File: config.mk
export PLATFORM = sky130hd
export DESIGN_NAME = dtcm_port_arbiter
export DESIGN_NICKNAME = d
export VERILOG_FILES = /design/src/rtl/dtcm_port_arbiter.sv
export SDC_FILE = /design/constraint.sdc
export NUM_CORES = 1
export LEC_CHECK = 0
export ABC_AREA = 1
export CELL_PAD_IN_SITES_DETAIL_PLACEMENT = 0
export CELL_PAD_IN_SITES_GLOBAL_PLACEMENT = 1
export CORE_AREA = 3 3 121 123
export CTS_CLUSTER_DIAMETER = 50
export DETAILED_ROUTE_END_ITERATION = 6
export DIE_AREA = 0 0 124 126
export HOLD_SLACK_MARGIN = 0.06
export PLACE_DENSITY = 0.95
export SLEW_MARGIN = 30
export SYNTH_ARGS = -nofsm -noshare
export SYNTH_HDL_FRONTEND = slang
export SYNTH_SLANG_ARGS = --single-unit
export TNS_END_PERCENT = 30
File: constraint.sdc
create_clock -name cpu_clk -period 1.4 [get_ports cpu_clk]
set_input_delay 0.21 -clock cpu_clk [delete_from_list [all_inputs] [get_ports cpu_clk]]
set_output_delay 0.21 -clock cpu_clk [all_outputs]
set_load 0.01 [all_outputs]
File: src/rtl/dtcm_port_arbiter.sv
// Purpose : shares the single DTCM data port between CORE and DMA; fixed CORE priority,
//           one outstanding read tracked and its data returned to the master that issued it.
// Latency : zero added request latency (combinational grant); read data forwarded same cycle.
// Backpressure: granted master's ready follows dtcm_ready; loser and all masters while a
//           read is outstanding see ready=0.
//
// Ports:
//   cpu_clk, cpu_rst            clock, synchronous active-high reset
//   core_* / dma_*              request (access, rd0_wr1, byte_strobe, write_data, addr),
//                               ready, read_data, read_data_valid per master
//   dtcm_*                      request out to DTCM, dtcm_ready / read return in
// Optional feature: define DTCM_ARB_ANTI_STARVE_EN to promote DMA over CORE after
// STARVE_LIMIT consecutive denied DMA cycles.

module dtcm_port_arbiter #(
    parameter int ADDR_W       = 32,
    parameter int DATA_W       = 32,
    parameter int STARVE_LIMIT = 8
) (
    input  logic                cpu_clk,
    input  logic                cpu_rst,

    input  logic                core_access,
    input  logic                core_rd0_wr1,
    input  logic [DATA_W/8-1:0] core_byte_strobe,
    input  logic [DATA_W-1:0]   core_write_data,
    input  logic [ADDR_W-1:0]   core_addr,
    output logic                core_ready,
    output logic [DATA_W-1:0]   core_read_data,
    output logic                core_read_data_valid,

    input  logic                dma_access,
    input  logic                dma_rd0_wr1,
    input  logic [DATA_W/8-1:0] dma_byte_strobe,
    input  logic [DATA_W-1:0]   dma_write_data,
    input  logic [ADDR_W-1:0]   dma_addr,
    output logic                dma_ready,
    output logic [DATA_W-1:0]   dma_read_data,
    output logic                dma_read_data_valid,

    output logic                dtcm_access,
    input  logic                dtcm_ready,
    output logic                dtcm_rd0_wr1,
    output logic [DATA_W/8-1:0] dtcm_byte_strobe,
    output logic [DATA_W-1:0]   dtcm_write_data,
    output logic [ADDR_W-1:0]   dtcm_addr,
    input  logic [DATA_W-1:0]   dtcm_read_data,
    input  logic                dtcm_read_data_valid
);

    typedef enum logic {ST_IDLE, ST_RD_WAIT} state_t;
    typedef enum logic {OWN_CORE, OWN_DMA}   owner_t;

    state_t state_q, state_d;
    owner_t rd_owner_q, rd_owner_d;

    logic can_grant;
    logic dma_promote;
    logic gnt_core;
    logic gnt_dma;
    logic rd_ret;

`ifdef DTCM_ARB_ANTI_STARVE_EN
    localparam int SC_W = $clog2(STARVE_LIMIT + 1);
    localparam logic [SC_W-1:0] STARVE_MAX = SC_W'(STARVE_LIMIT);

    logic [SC_W-1:0] starve_cnt_q, starve_cnt_d;

    assign dma_promote = (starve_cnt_q == STARVE_MAX);

    // Counts denied DMA cycles; any accepted DMA transfer restarts the count.
    always_comb begin
        starve_cnt_d = starve_cnt_q;
        if (dma_access && dma_ready) begin
            starve_cnt_d = '0;
        end else if (dma_access && (starve_cnt_q != STARVE_MAX)) begin
            starve_cnt_d = starve_cnt_q + 1'b1;
        end
    end

    always_ff @(posedge cpu_clk) begin
        if (cpu_rst) begin
            starve_cnt_q <= '0;
        end else begin
            starve_cnt_q <= starve_cnt_d;
        end
    end
`else
    assign dma_promote = 1'b0;
`endif

    // A new grant is possible when idle, or in the very cycle the outstanding
    // read returns (back-to-back reads). Nothing is granted while reset is high.
    assign can_grant = !cpu_rst && ((state_q == ST_IDLE) || dtcm_read_data_valid);
    assign gnt_dma   = can_grant && dma_access && (!core_access || dma_promote);
    assign gnt_core  = can_grant && core_access && !gnt_dma;

    // Read data is only forwarded when a read is actually outstanding; a valid
    // seen in IDLE (spurious or left over from before reset) is dropped.
    assign rd_ret = !cpu_rst && (state_q == ST_RD_WAIT) && dtcm_read_data_valid;

    always_comb begin
        dtcm_access      = 1'b0;
        dtcm_rd0_wr1     = 1'b0;
        dtcm_byte_strobe = '0;
        dtcm_write_data  = '0;
        dtcm_addr        = '0;
        core_ready       = 1'b0;
        dma_ready        = 1'b0;
        if (gnt_core) begin
            dtcm_access      = 1'b1;
            dtcm_rd0_wr1     = core_rd0_wr1;
            dtcm_byte_strobe = core_byte_strobe;
            dtcm_write_data  = core_write_data;
            dtcm_addr        = core_addr;
            core_ready       = dtcm_ready;
        end else if (gnt_dma) begin
            dtcm_access      = 1'b1;
            dtcm_rd0_wr1     = dma_rd0_wr1;
            dtcm_byte_strobe = dma_byte_strobe;
            dtcm_write_data  = dma_write_data;
            dtcm_addr        = dma_addr;
            dma_ready        = dtcm_ready;
        end
    end

    always_comb begin
        core_read_data_valid = 1'b0;
        core_read_data       = '0;
        dma_read_data_valid  = 1'b0;
        dma_read_data        = '0;
        if (rd_ret) begin
            if (rd_owner_q == OWN_DMA) begin
                dma_read_data_valid = 1'b1;
                dma_read_data       = dtcm_read_data;
            end else begin
                core_read_data_valid = 1'b1;
                core_read_data       = dtcm_read_data;
            end
        end
    end

    // A read accepted in the return cycle overrides the return-to-idle.
    always_comb begin
        state_d    = state_q;
        rd_owner_d = rd_owner_q;
        if (rd_ret) begin
            state_d = ST_IDLE;
        end
        if (dtcm_access && dtcm_ready && !dtcm_rd0_wr1) begin
            state_d    = ST_RD_WAIT;
            rd_owner_d = gnt_dma ? OWN_DMA : OWN_CORE;
        end
    end

    always_ff @(posedge cpu_clk) begin
        if (cpu_rst) begin
            state_q    <= ST_IDLE;
            rd_owner_q <= OWN_CORE;
        end else begin
            state_q    <= state_d;
            rd_owner_q <= rd_owner_d;
        end
    end

endmodule

Word level (Yosys, flattened, before mapping) --
Index checks and enable logic that the tools add are counted.
Operators by class: reduce and logical (&&, ||, !) cells 15, $lt $le $gt $ge 0, shift-type cells 0, divide/modulo/power cells 0, bitwise operators 1, eq/ne operators 0, mux-type cells 23, multiply operators 0, add/subtract/negate cells 0
Operators by type and width (number):
- $mux W32 | 8
- $mux W1 | 13
- $logic_and A1 B1 Y1 | 9
- $mux W4 | 2
- $logic_not A1 Y1 | 4
- $reduce_bool A2 Y1 | 1
- $logic_or A1 B1 Y1 | 1
- $not A1 Y1 | 1
Word-level totals: input port bits 176, bits in writable memories 0, memories 0, latch bits 0, bits in read-only memories 0, word-level logic and storage cells 41, output and inout bits 138, register bits 2

Logic depth before layout (Yosys ltp) --
word-level depth 11, mapped depth 8, gate-level depth less buffers 8

Worst setup path after synthesis --
Ideal clock, no wire load.
path type reg2out, start point register state_q, end point output port dtcm_byte_strobe[0], path slack 0.125 ns, stages on the path, launching flop included 7, arrival 1.065 ns, buffers on the path 2, path through dfxtp_1 > nand2_2 > nand3_4 > inv_2 > buf_6 > buf_6 > a22o_1
Between the ends: longest elaborated chain between the ends 8
RTL lines:
- start, declared | RTL line 54 | state_t state_q, state_d;
- start signal, assigned | RTL line 161 | state_q <= state_d;
- $not A1 Y1 (*) | RTL line 94 | assign can_grant = !cpu_rst && ((state_q == ST_IDLE) || dtcm_read_data_valid);
- $logic_or A1 B1 Y1 (*) | RTL line 94
- $logic_and A1 B1 Y1 (*) | RTL line 94
- $logic_and A1 B1 Y1 (2 in a row) | RTL line 95 | assign gnt_dma = can_grant && dma_access && (!core_access || dma_promote);
- $logic_not A1 Y1 | RTL line 96 | assign gnt_core = can_grant && core_access && !gnt_dma;
- $logic_and A1 B1 Y1 | RTL line 96
- $mux W4 (*) | RTL line 110 | if (gnt_core) begin
- end, declared | RTL line 44 | output logic [DATA_W/8-1:0] dtcm_byte_strobe,
Every way passes the cells marked *; elsewhere a longest branch is shown, timed or not.

Worst setup path in the final report --
start point register state_q, end point output port dtcm_write_data[11]
Between the ends: longest elaborated chain between the ends 8
RTL lines:
- $not A1 Y1 (*) | RTL line 94
- $logic_or A1 B1 Y1 (*) | RTL line 94
- $logic_and A1 B1 Y1 (*) | RTL line 94
- $logic_and A1 B1 Y1 (2 in a row) | RTL line 95
- $logic_not A1 Y1 | RTL line 96
- $logic_and A1 B1 Y1 | RTL line 96
- $mux W32 (*) | RTL line 110
- end, declared | RTL line 45 | output logic [DATA_W-1:0] dtcm_write_data,
Marked as above.

==> results.md <==
* Initial antenna violation count at 1
* GRT Total Usage at 15.36%
* Syn Nets at 392
* Root Buffer: clkbuf_16
* Worst setup SP type: flop
* Worst setup path category: reg -> out
* P_int at 1.224 mW
* Area of the multi-input gates at 1057 um^2
* Setup violators final at 138
* Maximum clock frequency at 0.5752 GHz
* Total gr overflow at 0
* Leading cell type in the layout, fill and taps excluded: clkdlybuf4s50_1
* Yosys warns at 0
* ANT nets after route at 0
* Switching part of the total power at 29.99%
* Mean Syn Cell Area at 5.943 um^2
* CP cell instances: nand2_4 > nand3_4 > inv_8 > buf_8 > buf_12 > buf_16 > a22o_4 > buf_6
* CTS clk-pin slew, worst paths at 0.03 ns
* Synth area leader: a22o_1
* DR pass1 iterations at 4
* Reg2reg end: rd_owner_q
* Num CTS Buffers at 3
* Critical R2R Launch: state_q
* Worst-Margin Slew at 0.1813 ns
* Clock latency on the worst-skew pair at 0.22 ns
* Initial Util at 9.320%
* Ports at 314
* Layout area overhead at 275.3%
* CP Capture Type: primary output
* R2R Setup Slk at -0.13 ns
* Vias per cell at 4.000
* Max Slew Vio Count at 0
* Layout Nets at 738
* Fin. Hold Viols at 0
* CP Data Arrival Time at 1.53 ns
* Final HPWL DP at 10.06 mm
* Hold Crit Depth at 3
* Worst stage delay on the critical path at 0.35 ns
* Fin crit period at 1.739 ns
* Leakage at 2.509 nW
* Worst hold path type: in -> reg
* P_sw at 524.6 uW
* Number of global-route vias before repair at 3,032
* Ranking of synthesized cells by area: a22o_1, nor2_1, inv_1
* CTS max path bufs at 2
* Final WL at 13.26 mm
* Area fraction of the dominant cell type after synthesis at 46.39%
* CTS tree: done
* Hold buffer count at CTS at 0
* Outcome: finished with violations
* Row cnt at 43
* Die area at 15,620 um^2
* Mapped cell area at 1284 um^2
* Clk_skew at 0.0007001 ns
* Gate power share at 71.8%
* Clock network fraction of total power at 24.6%
* Core area at 13,770 um^2
* Layout Cells excl Fill at 740
* Netlist cell types at 15
* Post-synthesis sequential area ratio at 3.119%
* Global-route wire length before repair at 18.46 mm
* Clk sinks at 2
* Worst vdd ir at 0.4821 mV
* Power Dens Cells at 363.0 nW/um^2
* Fill count at 1,526
* RSZ-0062 raised after global routing: yes
* H-tree levels at 1
* Min Hold Slack at 0.3595 ns
* DR vias at 2,960
* Final Util at 34.98%
* Vert. Die Dim at 126 um
* Hold Path End: rd_owner_q
* Placed Cells incl. Taps at 710
* Max_slew headroom at 87.91%
* Layout cells sized above 1 at 41.25%
* Pin count of the biggest net entering global routing at 19
* Max Cap Viol at 0
* Storage cell area at 45.04 um^2
* PnR worst setup slack at -0.3386 ns
* Die Wd at 124 um
* Detailed Route Iter0 Violations at 115
* GPL Wtd Cong at 0.8337
* Final Cycle Share at 124.2%
* FF+latch count, synth at 2
* Failing checks: setup timing
* Commonest non-fill, non-tap cells in the layout: clkdlybuf4s50_1, buf_2, a22o_1
* Syn Inst Count at 216
* HP Start: cpu_rst
* R2R depth at 11
* Worst path required time at 1.19 ns
* IO Port Bufs at 313
* WL/cell at 17.92 um
* Flop pwr share at 3.5%
* Crit-path max FO at 6
* Residual DRC at 0
* N_diodes at 0
* Critical path's slowest cell: dfxtp_4
registers in the layout, indices dropped and copies added, names as in the netlist:
register and flops:
rd_owner_q 1, state_q 1
cell type report:
class / instances / area share, %
Clock buffer: 3 / 1.558
Inverter: 43 / 3.713
Multi-Input combinational cell: 151 / 21.94
Sequential cell: 2 / 0.9348
Tap cell: 180 / 4.674
Timing Repair Buffer: 361 / 67.18
repair_timing:
action                                  CTS  global route
setup buffers                            14             5
pin swaps                                10            10
gates cloned                             10             1
resized for setup                       600            27
endpoints found under the setup margin  140           139
endpoints found under the hold margin     0             0
layer usage:
| layer | wire length (um) | GRT usage, % | share of wire (%) | vias up |
|---|---|---|---|---|
| li1 | - | - | - | 1429 |
| met1 | 5086 | 18.71 | 38 | 1329 |
| met2 | 6262 | 26.54 | 47 | 190 |
| met3 | 1803 | 5.793 | 14 | 10 |
| met4 | 92 | 1.546 | 0.69 | 2 |
| met5 | 13 | 0 | 0.098 | - |
cell usage after synthesis:
cell type,number
a21oi_1,3
a22o_1,68
buf_2,12
buf_6,6
clkbuf_1,2
dfxtp_1,2
inv_1,39
inv_2,4
nand2_1,4
nand2_2,1
nand3_1,1
nand3_4,2
nand4_1,1
nor2_1,70
nor2_2,1
worst max-delay path, delay by kind of cell, from the launching register on:
kind	cells	cell delay (ns)
AOI/OAI and AO/OA	1	0.23
DFF	1	0.35
and+or+nand+nor	2	0.18
buffers and inverters	5	0.55
per-stage QoR:
step	power (mW)	TNS, ns	cell area (um^2)	setup slack (ns)
finish	1.749	-22.44	4818	-0.3386
global route	1.833	-29.84	4818	-0.3861
CTS	1.762	-22.22	4761	-0.3808
detailed placement	1.259	-106.27	4747	-0.9166
global placement	1.268	-103.68	4747	-0.8993
floorplan	0.3819	0	1284	0.1255
how the worst max path moves through the flow:
stage,endpoint,depth (start not counted),start
finish,dtcm_write_data[11],8,state_q
detailed placement,dtcm_write_data[12],8,dtcm_read_data_valid
floorplan,dtcm_byte_strobe[0],6,state_q
global route,dtcm_write_data[11],8,state_q
CTS,dtcm_write_data[11],8,state_q
global placement,dtcm_write_data[10],8,dtcm_read_data_valid
power groups by stage:
stage          registers (mW)  logic [mW]  clock network, mW
6_report               0.0620        1.26              0.431
5_1_grt                0.0624        1.33              0.440
4_1_cts                0.0628        1.26              0.437
3_5_place_dp           0.0624        1.20                  0
3_3_place_gp           0.0623        1.21                  0
2_1_floorplan          0.0621       0.320                  0
cell families (layout without fill, tap and decap cells):
kind of cell / after synthesis / in the layout / synth area share [%]
buffers and inverters: 63 / 407 / 23.10
and+or+nand+nor: 80 / 80 / 26.22
DFF: 2 / 2 / 3.119
AOI/OAI and AO/OA: 71 / 71 / 47.56
Power figures use the tool's default switching activity.
